File: config.mk
export PLATFORM = sky130hd
export DESIGN_NAME = calc_display_mux
export DESIGN_NICKNAME = d
export VERILOG_FILES = /design/src/rtl/calc_disp_pkg.sv /design/src/rtl/calc_display_mux_seg7_encode.sv /design/src/rtl/calc_display_mux.sv
export SDC_FILE = /design/constraint.sdc
export NUM_CORES = 1
export LEC_CHECK = 0
export BUFFER_PORTS_ARGS = -buffer_cell sky130_fd_sc_hd__buf_4
export CAP_MARGIN = 30
export CORE_MARGIN = 1.5
export CORE_UTILIZATION = 51
export CTS_CLUSTER_DIAMETER = 80
export DETAILED_ROUTE_END_ITERATION = 10
export GPL_ROUTABILITY_DRIVEN = 1
export PLACE_DENSITY = 0.75
export SLEW_MARGIN = 30
export SYNTH_ARGS = -nofsm -noshare
export SYNTH_HDL_FRONTEND = slang
export SYNTH_HIERARCHICAL = 1
export SYNTH_SLANG_ARGS = --single-unit
File: constraint.sdc
create_clock -name clk -period 2.8 [get_ports clk]
set_clock_uncertainty 0.1 [all_clocks]
set_input_delay 0.42 -clock clk [delete_from_list [all_inputs] [get_ports clk]]
set_output_delay 0.42 -clock clk [all_outputs]
set_load 0.03 [all_outputs]
File: src/rtl/calc_disp_pkg.sv
// Shared segment codes and types for the calculator display path.
// Codes are active-low, ordered {g,f,e,d,c,b,a}.
package calc_disp_pkg;

  typedef logic [1:0] digit_idx_t;

  localparam logic [6:0] SEG_0     = 7'b1000000;
  localparam logic [6:0] SEG_1     = 7'b1111001;
  localparam logic [6:0] SEG_2     = 7'b0100100;
  localparam logic [6:0] SEG_3     = 7'b0110000;
  localparam logic [6:0] SEG_4     = 7'b0011001;
  localparam logic [6:0] SEG_5     = 7'b0010010;
  localparam logic [6:0] SEG_6     = 7'b0000010;
  localparam logic [6:0] SEG_7     = 7'b1111000;
  localparam logic [6:0] SEG_8     = 7'b0000000;
  localparam logic [6:0] SEG_9     = 7'b0010000;
  localparam logic [6:0] SEG_MINUS = 7'b0111111;
  localparam logic [6:0] SEG_E     = 7'b0000110;
  localparam logic [6:0] SEG_R     = 7'b0101111;
  localparam logic [6:0] SEG_BLANK = 7'b1111111;

  localparam digit_idx_t IDX_LAST = 2'd3;

  // Frame snapshot of the arithmetic result, taken once per refresh frame.
  typedef struct packed {
    logic [3:0] op4;
    logic [3:0] op3;
    logic [3:0] op2;
    logic [3:0] op1;
    logic       neg;
    logic       error;
    logic       temp_dp;
  } shadow_t;

endpackage

File: src/rtl/calc_display_mux_seg7_encode.sv
// BCD to active-low seven-segment encoder; purely combinational.
// Latency: 0 cycles. No flow control; values 10..15 render blank.
module seg7_encode
  import calc_disp_pkg::*;
(
  input  logic [3:0] bcd,
  output logic [6:0] seg
);

  always_comb begin
    seg = SEG_BLANK;
    case (bcd)
      4'd0: seg = SEG_0;
      4'd1: seg = SEG_1;
      4'd2: seg = SEG_2;
      4'd3: seg = SEG_3;
      4'd4: seg = SEG_4;
      4'd5: seg = SEG_5;
      4'd6: seg = SEG_6;
      4'd7: seg = SEG_7;
      4'd8: seg = SEG_8;
      4'd9: seg = SEG_9;
      default: seg = SEG_BLANK;
    endcase
  end

endmodule

File: src/rtl/calc_display_mux.sv
// Four-digit multiplexed seven-segment driver; inputs snapshot once per frame.
// Latency: outputs registered, one cycle after the digit-advance tick.
// No backpressure: inputs are sampled only at frame start and ignored otherwise.
module calc_display_mux
  import calc_disp_pkg::*;
#(
  parameter int unsigned REFRESH_DIV = 100000,
  parameter bit          LZB         = 1'b1
) (
  input  logic       clk,
  input  logic       rst_n,
  input  logic [3:0] op1,
  input  logic [3:0] op2,
  input  logic [3:0] op3,
  input  logic [3:0] op4,
  input  logic       neg,
  input  logic       error,
  input  logic       temp_dp,
  output logic [3:0] an,
  output logic [6:0] seg,
  output logic       dp
);

  localparam int unsigned CW = (REFRESH_DIV > 1) ? $clog2(REFRESH_DIV) : 1;
  localparam logic [CW-1:0] CNT_MAX = CW'(REFRESH_DIV - 1);

  logic [CW-1:0] cnt;
  logic          tick;
  digit_idx_t    idx;
  logic          started;
  shadow_t       shadow;

  logic [3:0]    bcd_sel;
  logic [6:0]    enc_seg;
  logic [3:1]    lead_blank;
  logic          lzb_en;
  logic [3:0]    an_nxt;
  logic [6:0]    seg_nxt;
  logic          dp_nxt;

  assign tick = (cnt == CNT_MAX);

  always_ff @(posedge clk or negedge rst_n) begin
    if (!rst_n) begin
      cnt <= '0;
    end else if (tick) begin
      cnt <= '0;
    end else begin
      cnt <= cnt + 1'b1;
    end
  end

  // Digit 3 sits before digit 0 so the first tick after reset opens a frame.
  always_ff @(posedge clk or negedge rst_n) begin
    if (!rst_n) begin
      idx     <= IDX_LAST;
      started <= 1'b0;
      shadow  <= '0;
    end else if (tick) begin
      idx     <= idx + 2'd1;
      started <= 1'b1;
      if (idx == IDX_LAST) begin
        shadow <= '{op4: op4, op3: op3, op2: op2, op1: op1,
                    neg: neg, error: error, temp_dp: temp_dp};
      end
    end
  end

  always_comb begin
    bcd_sel = shadow.op1;
    case (idx)
      2'd0: bcd_sel = shadow.op1;
      2'd1: bcd_sel = shadow.op2;
      2'd2: bcd_sel = shadow.op3;
      2'd3: bcd_sel = shadow.op4;
      default: bcd_sel = shadow.op1;
    endcase
  end

  seg7_encode u_enc (
    .bcd (bcd_sel),
    .seg (enc_seg)
  );

  // A negative sign occupies digit 3, so the zero scan then starts at digit 2.
  always_comb begin
    lzb_en        = LZB && !shadow.temp_dp;
    lead_blank[3] = lzb_en && !shadow.neg && (shadow.op4 == 4'd0);
    lead_blank[2] = lzb_en && (shadow.neg || lead_blank[3]) && (shadow.op3 == 4'd0);
    lead_blank[1] = lead_blank[2] && (shadow.op2 == 4'd0);
  end

  always_comb begin
    an_nxt  = ~(4'b0001 << idx);
    seg_nxt = enc_seg;
    dp_nxt  = !((idx == 2'd2) && shadow.temp_dp && !shadow.error);

    if (shadow.error) begin
      case (idx)
        2'd3:    seg_nxt = SEG_E;
        2'd2:    seg_nxt = SEG_R;
        2'd1:    seg_nxt = SEG_R;
        default: seg_nxt = SEG_BLANK;
      endcase
    end else if (shadow.neg && (idx == 2'd3)) begin
      seg_nxt = SEG_MINUS;
    end else if ((idx != 2'd0) && lead_blank[idx]) begin
      seg_nxt = SEG_BLANK;
    end

    if (!started) begin
      an_nxt  = 4'b1111;
      seg_nxt = SEG_BLANK;
      dp_nxt  = 1'b1;
    end
  end

  always_ff @(posedge clk or negedge rst_n) begin
    if (!rst_n) begin
      an  <= 4'b1111;
      seg <= SEG_BLANK;
      dp  <= 1'b1;
    end else begin
      an  <= an_nxt;
      seg <= seg_nxt;
      dp  <= dp_nxt;
    end
  end

endmodule

==> run_results.csv <==
group,metric,value,unit
outcome,status,"finished, final reports clean",
logic_synthesis,yosys_warnings,6,
routing,vias,1709,
setup_path,path_max_fanout,7,
setup_path,critPathLaunchType,"flop",
global_routing,grt_overflow,0,
setup_path,arrival,2.77,ns
floorplan,row_count,25,
logic_synthesis,async_flop_share,100,%
finish,fin_nets,288,
placement,place_congestion,0.896,
clock_tree,clk_path_buf_depth,2,
floorplan,dieWidth,73.3,um
pwr,p_total,1.30,mW
finish,layout_common_cells,"buf_4 (39), dfrtp_1 (37), nand2_1 (16)",
setup_path,critical_path_class,"flop to flop",
setup_path,required,2.93,ns
logic_synthesis,synth.distinct_cells,40,
sta,fmax,0.379,GHz
clock_tree,cts-root-buf,"clkbuf_8",
floorplan,core_area,4720,sq um
logic_synthesis,synth_ff_type,"dfrtp_1",
routing,finalWirelength,4540,um
logic_synthesis,syn_avg_cell_area,11.7,sq um
pwr,p_per_area,440,nW/um^2
clock_tree,ctsHtreeMaxLevel,2,
finish,n_fill_cell,376,
global_routing,grt_max_degree,52,
logic_synthesis,synth_edf_count,0,
placement,port_buffers,32,
floorplan,start_util,53.3,%
routing,wl_per_cell,14.0,um
logic_synthesis,syn_nets,248,
sta,hold_violations,0,
routing,vias_per_cell,5.27,
finish,n_antenna_cell,0,
finish,drive_gt1_share,33.1,%
finish,regArea,1290,sq um
floorplan,io_pins,33,
global_routing,grt_first_pass_wirelength,7750,um
sta,finalCritPeriodShare,94.3,%
flow_run,cap_violations,0,
global_routing,grt_pass1_vias,1627,
logic_synthesis,synth_seq_cells,51,
clock_tree,cts_buffers,5,
routing,drtAntennaViolNets,0,
worst_hold_path,min_path_type,"input port to asynchronous set/reset pin",
finish,area_delta_synth_final,17.6,%
floorplan,die_y,73.3,um
finish,final_common_cell,"buf_4",
finish,post-route-util,62.7,%
pwr,p_leak,1.36,nW
placement,hpwl,3230,um
pwr,ir_worst_vdd,0.298,mV
sta,worst_pin_slew,0.611,ns
sta,finalSetupTns,0,ns
routing,drt_iter0_drc,111,
sta,setup_violations,0,
global_routing,antenna_found_initial,0,
finish,multi_input_area,1130,sq um
logic_synthesis,seq_area_frac_synth,51.4,%
setup_path,worstSetupEndpointType,"flop",
routing,firstDrtPassIters,4,
floorplan,die_area,5370,sq um
clock_tree,path_clk_slew,0.08,ns
clock_tree,postCtsHoldBufs,0,
routing,drc,0,
clock_tree,numClockSinks,51,
global_routing,grt_usage,18.9,%
clock_tree,clock_latency,0.30,ns
logic_synthesis,syn_area,2520,sq um
sta,slew_viol_final,0,
sta,period_needed,2.64,ns
clock_tree,cts_tree,"built",
sta,slew_headroom,59.2,%
logic_synthesis,postSynthCellCount,216,
-- power breakdown --
part           internal [mW]  leakage (nW)  switching (mW)
sequential             0.751         0.605          0.0127
clock                  0.226        0.0515           0.228
combinational         0.0443         0.708          0.0407
-- critical path: stages (launching register included) --
cell	delay, ns
dfstp_2	0.59
inv_1	0.12
ha_1	0.34
mux2i_1	0.45
inv_1	0.19
nor3_4	0.25
a21oi_1	0.08
inv_1	0.06
o31ai_1	0.07
a221o_1	0.34
-- through the flow --
step / cells / cell area (sq um) / hold WS, ns / setup slack (ns)
floorplan: 216 / 2520 / 0.0244 / 0.223
global placement: 313 / 2830 / 0.375 / 0.293
detailed placement: 313 / 2830 / 0.367 / 0.115
CTS: 321 / 2930 / 0.0445 / 0.0864
global route: 324 / 2960 / 0.0850 / -0.00226
finish: 324 / 2960 / 0.0259 / 0.160
-- path summary, 6_finish.rpt --
path | startpoint | to | slack [ns] | cells past startpoint
worst max-delay path | idx[0] | seg[6] | 0.16 | 9
worst min-delay path | rst_n | shadow[3] | 0.03 | 1
worst max register to register | idx[0] | seg[6] | 0.16 | 9
worst min register to register | shadow[0] | dp | 0.40 | 1
max in group asynchronous | rst_n | cnt[8] | 2.16 | 1
min in group clk | neg | shadow[2] | 0.22 | 2
-- flip-flops by register name, summed over array words and instances (netlist names) --
name	cells
shadow	19
cnt	17
seg	7
an	4
idx	2
dp	1
started	1
-- cells in the mapped netlist (all sizes together) (6+ instances only) --
library cell  count  area [sq um]
dfrtp            37           926
nand3             8          40.0
inv              15          56.3
a21oi             8          40.0
nand2            17          71.3
o21ai             8          40.0
xnor2            10          87.6
nor2             14          52.6
nor4              6          52.6
ha               11           138
mux2             19           251
dfstp            14           368
-- routing by layer --
layer	part of all wire (%)	track usage [%]
met1	49	27.1
met2	46	28.9
met3	3.7	3.84
met4	1.3	5.66
met5	0	0
-- area by class of cell --
| class | instances | area share [%] |
|---|---|---|
| flip-flops and latches | 51 | 43.7 |
| repair buffers | 39 | 9.89 |
| multi-input cells | 144 | 38.3 |
| clock buffers | 8 | 3.38 |
| inverters | 15 | 1.90 |
| well taps | 67 | 2.83 |
-- cell families (layout without fill, tap and decap cells) --
kind of cell | after synthesis | after routing | synth area share, %
XOR/XNOR | 15 | 15 | 5.22
multiplexers | 23 | 23 | 11.6
AO/OA/AOI/OAI | 28 | 28 | 7.70
adder cells (fa/ha/maj) | 11 | 11 | 5.47
AND/OR/NAND/NOR | 67 | 67 | 14.9
buffers and inverters | 21 | 62 | 3.73
flip-flops | 51 | 51 | 51.4
-- what timing repair did --
| item | in CTS | in global routing |
|---|---|---|
| setup buffers | 0 | 3 |
| gates resized for setup | 0 | 2 |
| setup endpoints to repair | 0 | 1 |
| endpoints found under the hold margin | 0 | 0 |
(Power assumes the default switching activity.)
